**src/rtl/spi_reg_bank.sv**
```systemverilog
// SPI mode-0 peripheral exposing a small register bank. Every SPI input is
// resynchronised into clk; frames are R/W bit, address, data, MSB first.
module spi_reg_bank #(
  parameter int ADDR_W      = 7,
  parameter int DATA_W      = 8,
  parameter int NUM_REGS    = 5,
  parameter int SYNC_STAGES = 2
) (
  input  logic                         clk,
  input  logic                         rst,
  input  logic                         sclk,
  input  logic                         ncs,
  input  logic                         copi,
  output logic                         cipo,
  output logic                         cipo_oe,
  output logic [NUM_REGS*DATA_W-1:0]   regs_out,
  output logic [NUM_REGS-1:0]          wr_strobe,
  output logic                         frame_err
);

  localparam int FRAME_LEN = 1 + ADDR_W + DATA_W;
  localparam int HDR_LEN   = 1 + ADDR_W;
  localparam int CNT_W     = $clog2(FRAME_LEN + 2);
  localparam int FLUSH_W   = $clog2(SYNC_STAGES + 1);

  localparam logic [CNT_W-1:0]  CNT_HDR   = CNT_W'(HDR_LEN);
  localparam logic [CNT_W-1:0]  CNT_FRAME = CNT_W'(FRAME_LEN);
  localparam logic [CNT_W-1:0]  CNT_SAT   = CNT_W'(FRAME_LEN + 1);
  localparam logic [ADDR_W:0]   NREGS_EXT = (ADDR_W + 1)'(NUM_REGS);

  typedef enum logic [1:0] {
    S_IDLE = 2'd0,
    S_ADDR = 2'd1,
    S_DATA = 2'd2,
    S_OVER = 2'd3
  } state_t;

  logic [SYNC_STAGES-1:0]           r_sclk_sync;
  logic [SYNC_STAGES-1:0]           r_ncs_sync;
  logic [SYNC_STAGES-1:0]           r_copi_sync;
  logic                             r_sclk_d;
  logic                             r_ncs_d;
  logic [FLUSH_W-1:0]               r_flush;
  logic                             r_armed;
  state_t                           r_state;
  state_t                           w_state_nxt;
  logic [CNT_W-1:0]                 r_cnt;
  logic [FRAME_LEN-1:0]             r_shift;
  logic                             r_rw;
  logic [DATA_W-1:0]                r_shadow;
  logic [NUM_REGS-1:0][DATA_W-1:0]  r_regs;
  logic [NUM_REGS-1:0]              r_strobe;
  logic                             r_err;
  logic                             r_cipo;
  logic                             r_oe;

  logic                             w_sclk;
  logic                             w_ncs;
  logic                             w_copi;
  logic                             w_sclk_rise;
  logic                             w_sclk_fall;
  logic                             w_ncs_rise;
  logic                             w_ncs_fall;
  logic [CNT_W-1:0]                 w_cnt_inc;
  logic [HDR_LEN-1:0]               w_hdr;
  logic [DATA_W-1:0]                w_rd_data;
  logic                             w_enter_data;
  logic                             w_frame_rw;
  logic [ADDR_W-1:0]                w_frame_addr;
  logic [DATA_W-1:0]                w_frame_data;
  logic                             w_addr_ok;
  logic                             w_frame_end;
  logic                             w_commit;
  logic                             w_reject;

  assign w_sclk      = r_sclk_sync[SYNC_STAGES-1];
  assign w_ncs       = r_ncs_sync[SYNC_STAGES-1];
  assign w_copi      = r_copi_sync[SYNC_STAGES-1];
  assign w_sclk_rise = w_sclk & ~r_sclk_d;
  assign w_sclk_fall = ~w_sclk & r_sclk_d;
  assign w_ncs_rise  = w_ncs & ~r_ncs_d;
  assign w_ncs_fall  = ~w_ncs & r_ncs_d;

  assign w_cnt_inc    = (r_cnt == CNT_SAT) ? r_cnt : r_cnt + CNT_W'(1);
  assign w_hdr        = {r_shift[ADDR_W-1:0], w_copi};
  assign w_enter_data = (r_state == S_ADDR) && (w_state_nxt == S_DATA);

  assign w_frame_rw   = r_shift[FRAME_LEN-1];
  assign w_frame_addr = r_shift[FRAME_LEN-2 -: ADDR_W];
  assign w_frame_data = r_shift[DATA_W-1:0];
  assign w_addr_ok    = ({1'b0, w_frame_addr} < NREGS_EXT);
  assign w_frame_end  = w_ncs_rise && (r_state != S_IDLE);

  // Input synchronisers and edge-detect history
  always_ff @(posedge clk) begin
    if (rst) begin
      r_sclk_sync <= '0;
      r_ncs_sync  <= '1;
      r_copi_sync <= '0;
      r_sclk_d    <= 1'b0;
      r_ncs_d     <= 1'b1;
    end else begin
      r_sclk_sync <= {r_sclk_sync[SYNC_STAGES-2:0], sclk};
      r_ncs_sync  <= {r_ncs_sync[SYNC_STAGES-2:0], ncs};
      r_copi_sync <= {r_copi_sync[SYNC_STAGES-2:0], copi};
      r_sclk_d    <= w_sclk;
      r_ncs_d     <= w_ncs;
    end
  end

  // Synchroniser output is only trusted once the reset preset has flushed;
  // a frame already in flight at reset release is then skipped until ncs is high.
  always_ff @(posedge clk) begin
    if (rst) begin
      r_flush <= FLUSH_W'(SYNC_STAGES);
      r_armed <= 1'b0;
    end else begin
      if (r_flush != '0) begin
        r_flush <= r_flush - FLUSH_W'(1);
      end
      if ((r_flush == '0) && w_ncs) begin
        r_armed <= 1'b1;
      end
    end
  end

  // FSM state register
  always_ff @(posedge clk) begin
    if (rst) begin
      r_state <= S_IDLE;
    end else begin
      r_state <= w_state_nxt;
    end
  end

  // FSM next-state logic
  always_comb begin
    w_state_nxt = r_state;
    if (w_ncs_rise) begin
      w_state_nxt = S_IDLE;
    end else begin
      case (r_state)
        S_IDLE: begin
          if (r_armed && w_ncs_fall) w_state_nxt = S_ADDR;
          else                       w_state_nxt = S_IDLE;
        end
        S_ADDR: begin
          if (w_sclk_rise && (w_cnt_inc == CNT_HDR)) w_state_nxt = S_DATA;
          else                                       w_state_nxt = S_ADDR;
        end
        S_DATA: begin
          if (w_sclk_rise && (w_cnt_inc == CNT_FRAME)) w_state_nxt = S_OVER;
          else                                         w_state_nxt = S_DATA;
        end
        S_OVER:  w_state_nxt = S_OVER;
        default: w_state_nxt = S_IDLE;
      endcase
    end
  end

  // Read mux for the shadow load; unimplemented addresses read as zero
  always_comb begin
    w_rd_data = '0;
    for (int i = 0; i < NUM_REGS; i++) begin
      w_rd_data = (w_hdr[ADDR_W-1:0] == ADDR_W'(i)) ? r_regs[i] : w_rd_data;
    end
  end

  // Frame-end decision: commit a well-formed write, flag anything malformed
  always_comb begin
    w_commit = 1'b0;
    w_reject = 1'b0;
    if (w_frame_end) begin
      if (r_cnt == '0) begin
        w_reject = 1'b0;
      end else if (r_cnt != CNT_FRAME) begin
        w_reject = 1'b1;
      end else if (!w_frame_rw) begin
        w_reject = 1'b0;
      end else if (w_addr_ok) begin
        w_commit = 1'b1;
      end else begin
        w_reject = 1'b1;
      end
    end else begin
      w_commit = 1'b0;
      w_reject = 1'b0;
    end
  end

  // Datapath: bit counter, frame shifter, read shadow, register bank, outputs
  always_ff @(posedge clk) begin
    if (rst) begin
      r_cnt    <= '0;
      r_shift  <= '0;
      r_rw     <= 1'b0;
      r_shadow <= '0;
      r_regs   <= '0;
      r_strobe <= '0;
      r_err    <= 1'b0;
      r_cipo   <= 1'b0;
      r_oe     <= 1'b0;
    end else begin
      r_strobe <= '0;
      r_err    <= w_reject;
      r_oe     <= ~w_ncs;

      if (w_commit) begin
        for (int i = 0; i < NUM_REGS; i++) begin
          if (w_frame_addr == ADDR_W'(i)) begin
            r_regs[i]   <= w_frame_data;
            r_strobe[i] <= 1'b1;
          end
        end
      end

      if (r_state == S_IDLE) begin
        r_cnt   <= '0;
        r_shift <= '0;
      end else if (w_sclk_rise) begin
        r_cnt <= w_cnt_inc;
        if ((r_state == S_ADDR) || (r_state == S_DATA)) begin
          r_shift <= {r_shift[FRAME_LEN-2:0], w_copi};
        end
      end

      if (w_enter_data) begin
        r_rw     <= w_hdr[ADDR_W];
        r_shadow <= w_hdr[ADDR_W] ? '0 : w_rd_data;
      end else if ((r_state == S_DATA) && w_sclk_fall) begin
        r_shadow <= r_shadow << 1;
      end

      if ((r_state == S_DATA) && !r_rw) begin
        if (w_sclk_fall) begin
          r_cipo <= r_shadow[DATA_W-1];
        end
      end else begin
        r_cipo <= 1'b0;
      end
    end
  end

  assign regs_out  = r_regs;
  assign wr_strobe = r_strobe;
  assign frame_err = r_err;
  assign cipo      = r_cipo;
  assign cipo_oe   = r_oe;

endmodule

```
**config.mk**
```make
export PLATFORM = sky130hd
export DESIGN_NAME = spi_reg_bank
export DESIGN_NICKNAME = d
export VERILOG_FILES = /design/src/rtl/spi_reg_bank.sv
export SDC_FILE = /design/constraint.sdc
export NUM_CORES = 1
export LEC_CHECK = 0
export CORE_UTILIZATION = 55
export CTS_CLUSTER_SIZE = 20
export DETAILED_ROUTE_END_ITERATION = 12
export GPL_TIMING_DRIVEN = 0
export PLACE_DENSITY = 0.8
export SYNTH_ARGS = -nofsm -noshare
export SYNTH_HDL_FRONTEND = slang
export SYNTH_SLANG_ARGS = --single-unit
```
**constraint.sdc**
```tcl
create_clock -name clk -period 2.9 [get_ports clk]
set_clock_uncertainty 0.15 [all_clocks]
set_input_delay 0.58 -clock clk [delete_from_list [all_inputs] [get_ports clk]]
set_output_delay 0.58 -clock clk [all_outputs]
set_load 0.02 [all_outputs]
```
# After elaboration in Yosys (flattened, before gate mapping)

Cells that the tools add are included.

Register bits after elaboration: 91
Bits of input ports: 5
Output and inout bits: 48

$add $sub $neg: 2
$lt $le $gt $ge: 1
Eq/ne operators: 16
Muxes and demuxes: 27
Bitwise logic cells: 11
Reduce and logical (&&, ||, !) cells: 28

Operators with widths:

| operator                                                             | number |
|---|---|
| 8-bit 2-to-1 mux                                                     | 8 |
| 7-bit by 2-bit == test with 1-bit output, second input constant      | 4 |
| 1-bit 2-to-1 mux                                                     | 15 |
| 7-bit by 1-bit == test with 1-bit output, second input constant      | 2 |
| 7-bit by 3-bit == test with 1-bit output, second input constant      | 2 |
| 7-bit zero test                                                      | 2 |
| 2-bit AND reduction                                                  | 6 |
| 5-bit == test, second input constant                                 | 2 |
| 1-bit logical AND                                                    | 8 |
| 2-bit one-hot mux with 4 select lines                                | 1 |
| 7-bit by 3-bit < comparator with 1-bit output, second input constant | 1 |
| 1-bit NOT                                                            | 7 |
| 2-bit == test, second input constant                                 | 3 |
| 2-bit nonzero test                                                   | 3 |
| 2-bit OR reduction                                                   | 3 |
| 5-bit by 1-bit adder with 5-bit output, second input constant        | 1 |
| 5-bit by 4-bit == test with 1-bit output, second input constant      | 1 |
| 5-bit zero test                                                      | 1 |
| 5-bit 2-to-1 mux                                                     | 1 |
| 5-bit inequality test, second input constant                         | 1 |
| 1-bit bitwise AND                                                    | 4 |
| 2-bit zero test                                                      | 2 |
| 2-bit 2-to-1 mux                                                     | 2 |
| 3-bit OR reduction                                                   | 1 |
| other kinds (4)                                                      | 4 |

# Longest topological paths before layout

Word-level depth: 10
Mapped depth: 8
Gate-level depth less buffers: 7

# Least setup slack after synthesis

OpenSTA, ideal clock, no wires.

Path kind: reg2reg
From: register r_cnt[0]
To: register r_regs (netlist bit regs_out[15])
Arrival: 2104 ps
Path slack: 519 ps
Cell stages (with the launch flop): 9
Path buffers: 1
Clock period less this slack: 2381 ps
Cells stage by stage: dfxtp_1 -> inv_1 -> ha_1 -> or3b_4 -> or4_4 -> nor4b_4 -> buf_6 -> mux2i_1 -> nor2_1

Cells in the longest elaborated chain, start to end: 5
Elaborated cells on any way between the ends: 6
Classes of those cells: eq/ne: 1; mux: 3; reduce/logical: 2

RTL lines:

| item                            | line | RTL |
|---|---|---|
| from (decl)                     | 47   | `logic [CNT_W-1:0] r_cnt;` |
| from (signal assigned)          | 221  | `r_cnt <= w_cnt_inc;` |
| 5-bit inequality test           | 176  | `end else if (r_cnt != CNT_FRAME) begin` |
| 1-bit 2-to-1 mux                | 176  |  |
| 1-bit 2-to-1 mux *              | 174  | `if (r_cnt == '0) begin` |
| 1-bit 2-to-1 mux *              | 173  | `if (w_frame_end) begin` |
| 2-bit AND reduction (no line) * | -    |  |
| to (signal, indexed assignment) | 211  | `r_regs[i] <= w_frame_data;` |
| to (decl)                       | 51   | `logic [NUM_REGS-1:0][DATA_W-1:0] r_regs;` |

Mark *: on every way between the ends. The rest lies on a longest branch, timed or not.
A chain may end at the register's enable or synchronous reset.

# Worst setup path in the final report

From: register r_cnt[1]
To: register r_shadow[4]

Cells in the longest elaborated chain, start to end: 10
Elaborated cells on any way between the ends: 15
Classes of those cells: add/sub: 1; eq/ne: 4; mux: 6; reduce/logical: 4

RTL lines:

| item                                                                      | line     | RTL |
|---|---|---|
| 5-bit by 1-bit adder with 5-bit output or 5-bit == test (tied branches)   | 84       | `assign w_cnt_inc = (r_cnt == CNT_SAT) ? r_cnt : r_cnt + CNT_W'(1);` |
| 5-bit 2-to-1 mux *                                                        | 84       |  |
| 5-bit == test or 5-bit by 4-bit == test with 1-bit output (tied branches) | 152, 148 |  |
| 1-bit logical AND, on equally long branches                               | 152, 148 |  |
| 1-bit 2-to-1 mux or 2-bit 2-to-1 mux (tied branches)                      | 152, 148 |  |
| 2-bit one-hot mux with 4 select lines *                                   | 142      | `case (r_state)` |
| 2-bit 2-to-1 mux *                                                        | 139      | `if (w_ncs_rise) begin` |
| 2-bit == test *                                                           | 86       | `assign w_enter_data = (r_state == S_ADDR) && (w_state_nxt == S_DATA);` |
| 1-bit logical AND *                                                       | 86       |  |
| 8-bit 2-to-1 mux or 2-bit nonzero test (tied branches)                    | -        |  |
| to (signal assigned)                                                      | 229      | `r_shadow <= w_hdr[ADDR_W] ? '0 : w_rd_data;` |
| to (signal assigned)                                                      | 231      | `r_shadow <= r_shadow << 1;` |
| to (decl)                                                                 | 50       | `logic [DATA_W-1:0] r_shadow;` |

Marked as above.

==> results.tsv <==
stage	metric	value	unit
power_and_ir_drop	sequential_power_share	56.4	%
detailed_routing	vias	3251	
final_layout	finish.instance_area	4820	µm²
power_and_ir_drop	p_sw	0.529	mW
power_and_ir_drop	p_int	1.75	mW
synth	synth.most_common_cell	dfxtp_1	
clock_network	holdBufCountCts	0	
detailed_routing	drc	0	
sta	final-max-slew-violation-count	0	
floorplan	core_area	6870	µm²
worst_setup_path	rrSetupSlack	0.24	ns
floorplan	pin_count	53	
power_and_ir_drop	share_comb_of_total_power	4.3	%
synth	synth_warnings	0	
final_layout	antenna_cells_inserted	0	
synth	syn-mean-instance-area	9.41	µm²
sta	final.min_clock_period	2.66	ns
final_layout	layout-area-overhead-vs-synth	21.3	%
synth	seq_area_frac_synth	45.9	%
detailed_routing	via_per_inst	5.56	
power_and_ir_drop	power.share.switching	23.2	%
final_layout	layout.cells.non_filler	585	
clock_network	clock_tree_from_tritoncts	yes	
worst_setup_path	worstSetupStartpointType	flip-flop	
clock_network	cts.htree.levels	3	
detailed_routing	drt-initial-drc-count	174	
run	maxCapViolCount	0	
synth	synthesized_area	3970	µm²
floorplan	fp.dieH	87.0	µm
sta	grt_setup_unrepaired	no	
worst_setup_path	setup.worst_path.end_class	flip-flop	
clock_network	clock_tree_root_driver_cell	clkbuf_8	
power_and_ir_drop	power_density	472	nW/µm²
grt	via_count_of_the_first_global_routing_pass	2997	
synth	synth.top_cells.by_area	dfxtp_1 (46%), mux2i_1 (11%), nor2_1 (5.7%), nand2_1 (4.6%), mux4_2 (4.0%)	
worst_setup_path	path_class	reg2reg	
final_layout	sequential_area	1820	µm²
synth	synthArstFlopShare	0	%
sta	post-route-period-util	91.6	%
placed_design	port_buffers	51	
detailed_routing	avgRoutedWirePerCell	15.6	µm
power_and_ir_drop	peakVddDrop	0.000441	V
sta	final-hold-violation-count	0	
power_and_ir_drop	cellLeakagePower	1.84	nW
clock_network	post-cts-setup-buffer-count	0	
placed_design	post-place-cells	569	
worst_setup_path	critical_path_peak_fanout	9	
outcome	outcome	finished clean	
power_and_ir_drop	power_frac_clock	39.4	%
clock_network	clock_sink_count	91	
floorplan	initial_core_util	57.8	%
synth	synth_cell_type_count	49	
floorplan	fp.dieW	87.0	µm
detailed_routing	drt_pass1_iterations	4	
synth	synth-edff-count	0	
placed_design	detailed_place.area	4600	µm²
placed_design	place.detailed.hpwl	6420	µm
sta	setup-violations-final	0	
sta	setup_tns	0	ns
sta	worstMarginPinSlew	0.816	ns
sta	layout_setup_ws	0.245	ns
grt	grt_first_pass_wirelength	14700	µm
worst_setup_path	critical_path_required	3.01	ns
grt	grt_start_max_net_pins	17	
clock_network	cts.clk_slew.worst_paths	0.09	ns
synth	synth_fp_nets	435	
grt	grt_util_all_layers	25.8	%
detailed_routing	routed_wl	9140	µm
final_layout	drive_gt1_share	11.0	%
synth	netlist_top_cells_count	dfxtp_1 (91), nor2_1 (60), nand2_1 (49)	
clock_network	worst_skew_pair.late_latency	0.37	ns
synth	ys_ff_latch	91	
worst_hold_path	timing.hold.worst.class	reg2reg	
worst_setup_path	critPathArrivalTime	2.77	ns
power_and_ir_drop	total_power	2.27	mW
clock_network	clk_path_buf_depth	2	
final_layout	design.final.nets	497	
floorplan	die-area	7560	µm²
sta	max_slew_margin	45.2	%
synth	synthesis.instances	422	
grt	grt_antenna_before_repair	0	
placed_design	gpl.final_weighted_congestion	0.805	
synth	synth_top_area_cell	dfxtp_1	
final_layout	area_occupied_by_multi_input_gates	1970	µm²
final_layout	fill_cells	543	
grt	global_route.overflow_total	0	
placed_design	pre_cts_ws	0.269	ns
synth	dominantRegCellSynth	dfxtp_1	
sta	max_freq	377	MHz
synth	yosys.area.top_type_share	45.9	%
detailed_routing	route.antenna.remaining_nets	0	
clock_network	cts_buffers	9	
floorplan	core.rowCount	30	
## flip-flops by register name, summed over array words and instances, names as in the netlist, 2 cells and up
| name | count |
|---|---|
| regs_out | 40 |
| r_ncs_sync | 2 |
| r_state | 2 |
| r_copi_sync | 2 |
| r_sclk_sync | 2 |
| r_flush | 2 |
| wr_strobe | 5 |
| r_shift | 16 |
| r_cnt | 5 |
| r_shadow | 8 |
## what timing repair did
action / CTS / global route
setup endpoints to repair: 0 / 1
resized for setup: 0 / 1
hold endpoints to repair: 0 / 0
## final timing paths
kind	startpoint	cells past startpoint	endpoint
max	r_cnt[1]	7	r_shadow[4]
min	r_ncs_sync[0]	1	r_ncs_sync[1]
max reg2reg	r_cnt[1]	7	r_shadow[4]
min reg2reg	r_ncs_sync[0]	1	r_ncs_sync[1]
## cell families after synthesis
kind of cell | after synthesis | synth area share [%]
AOI/OAI and AO/OA | 48 | 7.19
xor gates and xnor gates | 6 | 1.32
buffers and inverters | 43 | 4.73
adders and majority gates | 8 | 2.52
muxes | 59 | 17.3
and+or+nand+nor | 167 | 21.0
DFF | 91 | 45.9
## cell usage in the layout, fill, tap and decap left out, types with 3 or more instances in the layout
cell / n
a21oi_1: 27
a22oi_1: 6
a31oi_1: 3
buf_2: 5
clkbuf_1: 18
clkbuf_2: 4
clkbuf_8: 10
clkdlybuf4s50_1: 51
dfxtp_1: 91
ha_1: 8
inv_1: 10
mux2_2: 8
mux2i_1: 44
mux4_2: 7
nand2_1: 49
nand3_1: 13
nand4b_1: 3
nor2_1: 60
nor2b_1: 9
nor3_1: 3
nor4_1: 3
nor4b_1: 4
o21ai_0: 5
or2_2: 3
xor2_1: 5
## stage by stage
stage | hold slack (ns) | utilization [%]
final | 0.271 | 70.1
after global routing | 0.293 | 70.1
after CTS | 0.279 | 70.0
after detailed placement | 0.251 | 67.0
after global placement | 0.252 | 67.0
after floorplan | 0.239 | -
## worst max-delay path, stage by stage (launching register included)
cell and delay [ns]:
dfxtp_1 0.44, inv_1 0.11, ha_1 0.20, and4bb_1 0.26, nor4b_1 0.28, a41oi_1 0.17, nor3_4 0.54, mux2_2 0.39
## power groups by stage
stage               logic, mW  registers (mW)  clock network (mW)
finish                 0.0967            1.28               0.895
global route            0.111            1.28               0.961
CTS                    0.0962            1.28               0.911
detailed placement     0.0963            1.31                   0
global placement       0.0932            1.31                   0
floorplan              0.0731            1.31                   0
## routing by layer
| layer | vias up | track usage, % | share of wire (%) |
|---|---|---|---|
| met3 | 15 | 8.44 | 7.3 |
| met2 | 110 | 39.7 | 47 |
| met1 | 1557 | 33.9 | 45 |
| met5 | - | 0 | 0 |
| met4 | 0 | 9.39 | 1.4 |
| li1 | 1569 | - | - |
## area by class of cell
class                      instances  area share [%]
timing repair buffer              51            10.6
clock buffer                      10            2.86
inverter                          12           0.935
tap                               96            2.49
buffer                            31            2.96
clock inverter                     6            1.51
sequential                        91            37.8
multi-input combinational        288            40.8
No activity file was read; power rests on OpenSTA's default activity.
==> patch: new RTL, same flow settings <==
`SYNC_STAGES`: 2 -> 4.
--- a/src/rtl/spi_reg_bank.sv
+++ b/src/rtl/spi_reg_bank.sv
@@ -4,7 +4,7 @@
   parameter int ADDR_W      = 7,
   parameter int DATA_W      = 8,
   parameter int NUM_REGS    = 5,
-  parameter int SYNC_STAGES = 2
+  parameter int SYNC_STAGES = 4
 ) (
   input  logic                         clk,
   input  logic                         rst,
Check against the original RTL: not equivalent (Yosys sat finds a counterexample within 4 cycles, from zero or initial values and one cycle with rst high).
==> patch against the unedited design <==
Sequential cell count rose by 7; clock power shrank 1%; non-clock buffer count is 9 higher; cell area rose by 4.0%; worst hold slack improved by 0.0011 ns; sequential share of layout area rose by 1.3 points; power increased by 5.4%; wire length up 10%; sequential power is 9% higher; setup slack improved by 0.057 ns; die area increased by 5.0%; critical path depth is 1 higher; maximum frequency grew 2.2%; area after synthesis grew 5.1%; critical path type unchanged; largest power group unchanged.
==> patch: results (changes against the unedited design) <==
The flow ran to the end, and the final reports show no timing, DRC or antenna violations. For the post-route non-filler standard cell count, the log shows 632 (+8.0%). The origin of the worst min-delay path was r_ncs_sync[1]. Average wire per cell in the routed design: 15.97 um (+2.3%).

Estimated wirelength of the detail-placed design: 7.071 mm (+10%). For the final weighted congestion of routability-driven global placement, the log shows 0.8195 (+1.8%). The switching portion of total power was 0.2386 (+0.006135); the static power due to leakage was 1.835 nW (-0.48%). The worst-case reg-to-reg path depth came out at 8 (+1).

The post-synth net total is 480 (+10%), and the mean cell area of the mapped netlist is 8.957 um^2 (-4.8%). The post-placement setup slack is 0.3133 ns (+0.04415 ns). The largest stage delay on the critical path came out at 0.48 ns (-0.06 ns). The endpoint of the worst hold path was r_ncs_sync[2]. The tools report the endpoint of the worst register-to-register path as r_shadow[6].

Via count normalized by instance count: 5.551 (-0.12%). By area the synthesized netlist is led by dfxtp_1 47%, mux2i_1 7.0%, nand2_1 6.8%, nor2_1 4.6%, a21oi_1 4.2%. The critical path's slowest cell was dfxtp_1. The wire length of the first global-routing pass was 15.70 mm (+7.1%); the total iterations of the first detailed-routing run was 5 (+1). The sequential cell area fraction in the yosys report is 0.4700 (+0.01115). The tools report the worst voltage drop across the vdd grid as 0.3041 mV (-31%). The startpoint identified for the worst register-to-register timing path is r_cnt[0]. The tools report the via count of the first global-routing pass as 3266 (+9.0%). The number of placed cells counting well taps is 617 (+8.4%), and the minimum setup slack among reg-to-reg paths is 0.30 ns (+0.06 ns).
## patch: changes by cell type in the layout (fill, tap and decap cells not counted), moves of 6 or more
cell      delta
a311oi_1     +6
clkbuf_1    +11
nor2b_1      +6
dfxtp_1      +7
nand3_1      +7
nor2_1       -9
nor3_1       +6
mux2_2       -6
mux2i_1     -15
nand2_1     +27
a21oi_1      +8
## patch: through the flow
stage,hold WS (ns),cell area (um^2)
detailed placement,0.2496,4818
CTS,0.2742,5010
global route,0.2957,5010
finish,0.2717,5010
floorplan,0.2395,4174
global placement,0.2503,4818
## patch: routing by layer
metal | track usage | wire length, um | vias up
met5 | 0 | 0 | -
met4 | 0.1255 | 213 | 0
met3 | 0.04801 | 633 | 21
met2 | 0.4310 | 4689 | 116
met1 | 0.3489 | 4557 | 1661
li1 | - | - | 1710
## patch: kinds of logic (layout without fill, tap and decap cells)
group,after synthesis,count (layout),synth area share
simple gates,201,201,0.2326
flops,98,98,0.4700
compound gates,65,65,0.09803
buf+inv,49,116,0.04706
mux,38,38,0.1127
fa+ha+maj,9,9,0.02698
xor+xnor,6,6,0.01259
## patch: power by group through the flow
| stage | clock (W) | combinational [W] | sequential (W) |
|---|---|---|---|
| after CTS | 0.000888 | 0.000125 | 0.00139 |
| after global routing | 0.000948 | 0.000137 | 0.00139 |
| after detailed placement | 0 | 0.000124 | 0.00142 |
| after global placement | 0 | 0.000119 | 0.00142 |
| final | 0.000882 | 0.000126 | 0.00139 |
| after floorplan | 0 | 0.0000884 | 0.00142 |
## patch: how the worst max path moves through the flow
stage | start | to | slack, ns
finish | r_cnt[0] | r_shadow[6] | 0.30
global route | r_cnt[0] | r_shadow[0] | 0.15
global placement | r_cnt[0] | r_shadow[4] | 0.42
floorplan | r_cnt[0] | r_shadow[0] | 0.64
detailed placement | r_cnt[0] | r_shadow[6] | 0.31
CTS | r_cnt[0] | r_shadow[6] | 0.32
## patch: area by class of cell
type | instances | area (um^2)
multi-input combinational | 319 | 2016
sequential | 98 | 1962
clock buffer | 10 | 127.6
fill | 628 | 2282
tap | 99 | 123.9
clock inverter | 5 | 63.81
timing repair buffer | 52 | 520.5
inverter | 10 | 37.54
buffer | 39 | 158.9
